`src/rtl/fingerprint_stats_processing.sv`:
```
// Frame statistics for deserialised fingerprint samples: sentinel filtering, min/max tracking,
// sum limit check and a fixed-point mean from a sequential restoring divider.
module fingerprint_stats_processing #(
  parameter int DATA_W       = 8,
  parameter int SAMPLE_COUNT = 50,
  parameter int SUM_W        = 32,
  parameter int FRAC_BITS    = 16,
  parameter int MAX_SUM      = 12750,
  parameter int FILTER_EN    = 1,
  parameter int LO_SENT      = 0,
  parameter int HI_SENT      = (1 << DATA_W) - 1
) (
  input  logic              clk,
  input  logic              rst_n,
  input  logic              in_valid,
  input  logic [DATA_W-1:0] in_data,
  output logic              in_ready,
  input  logic              clear,
  output logic [SUM_W-1:0]  avg_out,
  output logic [DATA_W-1:0] min_out,
  output logic [DATA_W-1:0] max_out,
  output logic              done,
  output logic              reject,
  output logic [15:0]       drop_count,
  output logic              busy
);

  localparam int DIV_W  = SUM_W + FRAC_BITS;
  localparam int REM_W  = 16;
  localparam int ITER_W = $clog2(DIV_W + 1);

  localparam logic [REM_W:0]      DIVISOR    = (REM_W + 1)'(SAMPLE_COUNT);
  localparam logic [15:0]         COUNT_LAST = 16'(SAMPLE_COUNT);
  localparam logic [SUM_W-1:0]    MAX_SUM_V  = SUM_W'(MAX_SUM);
  localparam logic [DATA_W-1:0]   LO_V       = DATA_W'(LO_SENT);
  localparam logic [DATA_W-1:0]   HI_V       = DATA_W'(HI_SENT);
  localparam logic [ITER_W-1:0]   ITER_LAST  = ITER_W'(DIV_W - 1);

  typedef enum logic [1:0] {S_IDLE, S_ACCUM, S_CHECK, S_DIVIDE} state_t;

  state_t              state_q;
  logic [SUM_W-1:0]    sum_q, sum_d;
  logic [15:0]         count_q, count_d;
  logic [DATA_W-1:0]   min_q, min_d, max_q, max_d;
  logic [15:0]         drop_q, drop_d;
  logic [DIV_W-1:0]    quo_q, quo_d;
  logic [REM_W-1:0]    rem_q, rem_d;
  logic [REM_W:0]      rem_shift;
  logic [ITER_W-1:0]   iter_q;
  logic [SUM_W-1:0]    avg_q;
  logic [DATA_W-1:0]   min_out_q, max_out_q;
  logic                done_q, reject_q;
  logic                accept, is_sent;

  assign in_ready = (state_q == S_IDLE) || (state_q == S_ACCUM);
  assign busy     = (state_q != S_IDLE);
  assign accept   = in_valid && in_ready;
  assign is_sent  = (FILTER_EN != 0) && ((in_data == LO_V) || (in_data == HI_V));

  // NOTE: every always_comb output gets a default on entry so no path can infer a latch.
  always_comb begin
    sum_d     = sum_q + SUM_W'(in_data);
    count_d   = count_q + 16'd1;
    min_d     = (in_data < min_q) ? in_data : min_q;
    max_d     = (in_data > max_q) ? in_data : max_q;
    drop_d    = (drop_q == 16'hFFFF) ? drop_q : drop_q + 16'd1;
    // Remainder stays below the divisor (< 2^16), so one extra bit holds the shifted value.
    rem_shift = {rem_q, quo_q[DIV_W-1]};
    if (rem_shift >= DIVISOR) begin
      rem_d = REM_W'(rem_shift - DIVISOR);
      quo_d = {quo_q[DIV_W-2:0], 1'b1};
    end else begin
      rem_d = REM_W'(rem_shift);
      quo_d = {quo_q[DIV_W-2:0], 1'b0};
    end
  end

  // NOTE: sequential state uses non-blocking assignments so every register samples pre-edge values.
  always_ff @(posedge clk or posedge rst_n) begin
    if (rst_n) begin
      state_q   <= S_IDLE;
      sum_q     <= '0;
      count_q   <= '0;
      min_q     <= '0;
      max_q     <= '0;
      drop_q    <= '0;
      quo_q     <= '0;
      rem_q     <= '0;
      iter_q    <= '0;
      avg_q     <= '0;
      min_out_q <= '0;
      max_out_q <= '0;
      done_q    <= 1'b0;
      reject_q  <= 1'b0;
    end else begin
      done_q   <= 1'b0;
      reject_q <= 1'b0;
      if (clear) begin
        state_q <= S_IDLE;
        sum_q   <= '0;
        count_q <= '0;
        drop_q  <= '0;
      end else begin
        case (state_q)
          S_IDLE: begin
            if (accept) begin
              if (is_sent) begin
                drop_q <= drop_d;
              end else begin
                sum_q   <= SUM_W'(in_data);
                count_q <= 16'd1;
                min_q   <= in_data;
                max_q   <= in_data;
                drop_q  <= '0;
                if (SAMPLE_COUNT == 1) begin
                  state_q  <= S_CHECK;
                  reject_q <= (SUM_W'(in_data) > MAX_SUM_V);
                end else begin
                  state_q <= S_ACCUM;
                end
              end
            end
          end
          S_ACCUM: begin
            if (accept) begin
              if (is_sent) begin
                drop_q <= drop_d;
              end else begin
                sum_q   <= sum_d;
                count_q <= count_d;
                min_q   <= min_d;
                max_q   <= max_d;
                // The limit is judged on entry so the reject pulse lines up with the CHECK cycle.
                if (count_d == COUNT_LAST) begin
                  state_q  <= S_CHECK;
                  reject_q <= (sum_d > MAX_SUM_V);
                end
              end
            end
          end
          S_CHECK: begin
            if (reject_q) begin
              state_q <= S_IDLE;
            end else begin
              quo_q   <= {sum_q, {FRAC_BITS{1'b0}}};
              rem_q   <= '0;
              iter_q  <= '0;
              state_q <= S_DIVIDE;
            end
          end
          S_DIVIDE: begin
            quo_q  <= quo_d;
            rem_q  <= rem_d;
            iter_q <= iter_q + 1'b1;
            if (iter_q == ITER_LAST) begin
              avg_q     <= quo_d[SUM_W-1:0];
              min_out_q <= min_q;
              max_out_q <= max_q;
              done_q    <= 1'b1;
              state_q   <= S_IDLE;
            end
          end
          default: state_q <= S_IDLE;
        endcase
      end
    end
  end

  assign avg_out    = avg_q;
  assign min_out    = min_out_q;
  assign max_out    = max_out_q;
  assign done       = done_q;
  assign reject     = reject_q;
  assign drop_count = drop_q;

endmodule

```
`config.mk`:
```
export PLATFORM = sky130hd
export DESIGN_NAME = fingerprint_stats_processing
export DESIGN_NICKNAME = d
export VERILOG_FILES = /design/src/rtl/fingerprint_stats_processing.sv
export SDC_FILE = /design/constraint.sdc
export NUM_CORES = 1
export LEC_CHECK = 0
export ABC_CLOCK_PERIOD_IN_PS = 7700
export CORE_ASPECT_RATIO = 0.6
export CORE_UTILIZATION = 59
export CTS_CLUSTER_DIAMETER = 200
export DETAILED_ROUTE_END_ITERATION = 6
export PLACE_DENSITY = 0.85
export SLEW_MARGIN = 20
export SYNTH_ARGS = -nofsm -noshare
export SYNTH_HDL_FRONTEND = slang
export SYNTH_SLANG_ARGS = --single-unit
```
`constraint.sdc`:
```
create_clock -name clk -period 7.7 [get_ports clk]
set_clock_uncertainty 0.1 [all_clocks]
set_input_delay 1.54 -clock clk [delete_from_list [all_inputs] [get_ports clk]]
set_output_delay 1.54 -clock clk [all_outputs]
set_load 0.02 [all_outputs]
```
Yosys cells after proc, flatten, opt, wreduce, memory -nomap -nowiden --
Index checks and enable logic that the tools add are counted.
Storage, ports and cells: register bits 202, output and inout port bits 68
Operators by class: equality and inequality tests 21, add/subtract/negate cells 5, muxes and demuxes 54, magnitude comparators 4, reduce and logical (&&, ||, !) cells 16, bitwise logic cells 1
Operator list (count):
- 16-bit two-way mux | 13
- 32-bit two-way mux | 5
- 16-bit case mux with 2 select lines | 3
- 48-bit case mux with 2 select lines | 1
- 8-bit two-way mux | 8
- 32-bit case mux with 2 select lines | 1
- 48-bit two-way mux | 1
- 16-bit by 1-bit adder with 16-bit output, second input constant | 2
- 32-bit by 8-bit adder with 32-bit output | 1
- 32-bit by 14-bit greater-than comparator with 1-bit output, second input constant | 1
- 8-bit case mux with 2 select lines | 2
- 3-bit inequality test, second input constant | 6
- 17-bit by 6-bit >= comparator with 1-bit output, second input constant | 1
- 16-bit equality test, second input constant | 1
- 16-bit by 6-bit equality test with 1-bit output, second input constant | 1
- 2-bit two-way mux | 8
- 16-bit by 6-bit subtractor with 16-bit output, second input constant | 1
- 7-bit AND reduction | 2
- 6-bit case mux with 2 select lines | 1
- 2-bit inequality test, second input constant | 5
- 1-bit two-way mux | 9
- 8-bit equality test, second input constant | 1
- 8-bit greater-than comparator | 1
- 8-bit logical NOT | 1
- other kinds (19) | 25

Logic depth before layout (Yosys ltp) --
word-level depth 7, mapped depth 12

Least setup slack after synthesis --
No wires, ideal clock.
kind in2reg, from input in_data[0], to register reject_q (netlist: reject), path slack 3808 ps, required time 7460 ps, arrival time 3652 ps, stages 12, path buffers 1, cell sequence ha_1 > inv_1 > fa_1 > nor2b_1 > o211ai_1 > a211oi_2 > clkbuf_1 > nand4b_1 > xor2_1 > nand2_1 > nor4_1 > a311oi_1
On the way: cells in the longest elaborated chain, start to end 7
Ends and longest elaborated chain:
- start: declaration | RTL line 16 | input logic [DATA_W-1:0] in_data,
- 32-bit by 8-bit adder with 32-bit output | RTL line 62 | sum_d = sum_q + SUM_W'(in_data);
- 32-bit by 14-bit greater-than comparator with 1-bit output | RTL line 136 | reject_q <= (sum_d > MAX_SUM_V);
- 1-bit two-way mux | RTL line 134 | if (count_d == COUNT_LAST) begin
- 1-bit two-way mux (*) | RTL line 126 | if (is_sent) begin
- 1-bit two-way mux (*) | RTL line 125 | if (accept) begin
- 1-bit two-way mux (*) | RTL line 104 | case (state_q)
- 1-bit two-way mux (*) | RTL line 98 | if (clear) begin
- end signal: assignment | RTL line 117 | reject_q <= (SUM_W'(in_data) > MAX_SUM_V);
- end signal: assignment | RTL line 136
- end: declaration | RTL line 52 | logic done_q, reject_q;
Mark *: on every way between the ends. The rest lies on a longest branch, timed or not. A chain may end at the register's enable or synchronous reset.

Worst setup path in the final report --
Same ends and word-level chain as after synthesis.

==> results.ini <==
[synthesis]
dominantRegCellSynth=dfrtp_1
ys_warn_count=0
synth_cells=1127
ys_ff_latch=202
yosys.area.top_type=dfrtp_1
ys_async_sr_fraction_pct=100.0
synth_edf_count=0
syn_nets=1168
yosysTopAreaCellShare_pct=48.67
synthesis.area_um2=10380
synth_cell_type_count=79
ys_seq_area_share_pct=48.67
ys_top_cells_by_area=dfrtp_1, nand2_1, o21ai_0
synth.avg_cell_area_um2=9.215

[placed_design]
hpwl_um=16400
finalWeightedCongestion=0.8901
placedInstanceArea_um2=11300
port_buffers=79
pre_cts_slack_ns=2.605
place_inst=1391

[layout]
final_cell_mix=nand2_1, dfrtp_1, o21ai_0, clkdlybuf4s50_1, nor2_1
nNetsFinal=1219
drive_gt1_share_pct=6.387
mostFrequentLayoutCell=nand2_1
n_antenna_cell=0
final_area_um2=11910
synthToLayoutAreaGrowth_pct=14.71
layout.cells.non_filler=1424

[global_routing]
antenna_found_initial=0
grt_pass1_vias=8111
grt_max_degree=149
grtUsageTotal_pct=28.07
grt_overflow_total=0
grt_pass1_wl_um=41800

[timing]
hold_viol_final=0
fin_setup_tns_ns=0
fin_ws_ns=2.988
worst_pin_slew_ns=1.096
period_minus_slack_ns=4.712
report.final.slew_viol_count=0
setup_viol=0
slew_headroom_pct=26.48
clock.fmax_mhz=212.2
rsz0062_at_grt=false
min_period_over_period_pct=61.19

[die]
core_um2=17180
die-area_um2=18150
die_h_um=104.8
rows=37
initial_core_util_pct=60.46
die_w_um=173.3
io_pins=80

[routing]
initialDrtViolationCount=1306
first_pass_iters=7
drtAntennaViolNets=0
post_drt_wl_per_cell_um=17.38
drc=1
wl_um=24750
via_per_inst=6.121
num_vias=8717

[cts]
cts_sinks=202
htreeDepth=1
cts_resized=0
insertion_delay_ns=0.49
cts_hold_buf=0
clockRootBuffer=clkbuf_16
clkTransAtPathRegs_ns=0.06
tritoncts=yes
clockBufferDepth=3
post_cts_buffers=0
cts_buffers=19

[worst_setup_path]
start_kind=primary input
end_kind=flop
worst_ep_required_time_ns=7.94
path_class=in -> reg
cp_max_fo=15
cp.arrival_ns=4.96
r2r_slack_ns=4.19

[power_and_ir_drop]
p_leak_nw=5.494
ir_worst_vdd_mv=0.1268
power_density_nw_per_um2=219.9

[flow_run]
cap_violations=0

[status]
violations=design-rule violations
status=finished, violations left

[min_path]
hp-class=reg -> reg

cell type report:
class | count | area, µm²
clock buffers | 29 | 543.0
clock inverters | 4 | 73.82
fillers | 1278 | 5263
inverters | 63 | 244.0
multi-input cells | 802 | 4831
flip-flops and latches | 202 | 5055
well taps | 234 | 292.8
repair buffers | 90 | 873.3
metrics by stage:
step,utilization (%),power [mW],hold slack [ns]
3_3_place_gp,65.77,1.658,0.3566
3_5_place_dp,65.77,1.680,0.3612
6_report,69.36,2.619,0.3717
2_1_floorplan,-,1.557,0.3513
4_1_cts,69.36,2.629,0.3777
5_1_grt,69.36,2.748,0.3963
layer usage:
metal | part of all wire (%) | global-route usage (%)
met5 | 0 | 0
met4 | 1.4 | 6.448
met3 | 9.0 | 4.112
met2 | 43 | 40.65
met1 | 47 | 44.20
kinds of logic after synthesis:
group / count (synthesis) / share of synthesized area, %
flops: 202 / 48.67
simple gates: 450 / 20.31
buf+inv: 123 / 4.988
mux: 21 / 2.205
fa+ha+maj: 29 / 3.566
compound gates: 254 / 16.21
xor+xnor: 48 / 4.048
where the power goes:
group	total (mW)	internal, mW	switching (mW)
logic	0.476	0.194	0.281
registers	1.19	1.13	0.0634
clock network	0.948	0.554	0.394
cell usage after synthesis, types with 4 or more instances:
cell and instances:
nand2b_1 5, nor2_1 73, a211oi_1 7, nor3_1 23, a21oi_1 25, nor2b_1 4, or3_1 5, nor3b_1 4
dfrtp_1 202, a31oi_1 8, or4_1 5, a21o_1 5, xor2_1 19, ha_1 28, and4_1 7, nor4_1 6
clkbuf_1 47, o41ai_1 4, nand2_1 225, nand4_1 16, mux2_1 7, and2_1 7, o31ai_1 15, o21ai_0 106
a311oi_1 4, o21ai_1 9, mux2_2 8, a222oi_1 31, a22o_1 7, o211ai_1 5, xnor2_1 29, o21a_1 6
buf_2 5, nand3_1 26, mux2i_1 6, inv_1 60, and3_1 14
state kept, by name, indices dropped and copies added, names as in the netlist:
signal	count
avg_out	32
count_q	16
done	1
drop_count	16
iter_q	6
max_out	8
max_q	8
min_out	8
min_q	8
quo_q	48
reject	1
rem_q	16
state_q	2
sum_q	32
path summary, 6_finish.rpt:
kind                                              to  depth (start not counted)                   start
max                                 reject$_DFF_PP0_                         12              in_data[0]
min                           avg_out[6]$_DFFE_PP0P_                          2  avg_out[6]$_DFFE_PP0P_
max reg2reg                         reject$_DFF_PP0_                         11    sum_q[0]$_DFFE_PP0P_
min reg2reg                   avg_out[6]$_DFFE_PP0P_                          2  avg_out[6]$_DFFE_PP0P_
max in group asynchronous       max_q[6]$_DFFE_PP0P_                          3                   rst_n
min in group asynchronous  drop_count[8]$_DFFE_PP0P_                          2                   rst_n
worst max-delay path, stage by stage:
cell	delay, ns
clkdlybuf4s50_1	0.56
ha_1	0.22
inv_1	0.06
fa_1	0.39
nor2b_1	0.17
o211ai_1	0.18
a211oi_2	0.77
nor3b_1	0.45
xnor2_1	0.21
nand2_1	0.08
nor4_1	0.18
a311oi_1	0.12
(Power assumes the default switching activity.)
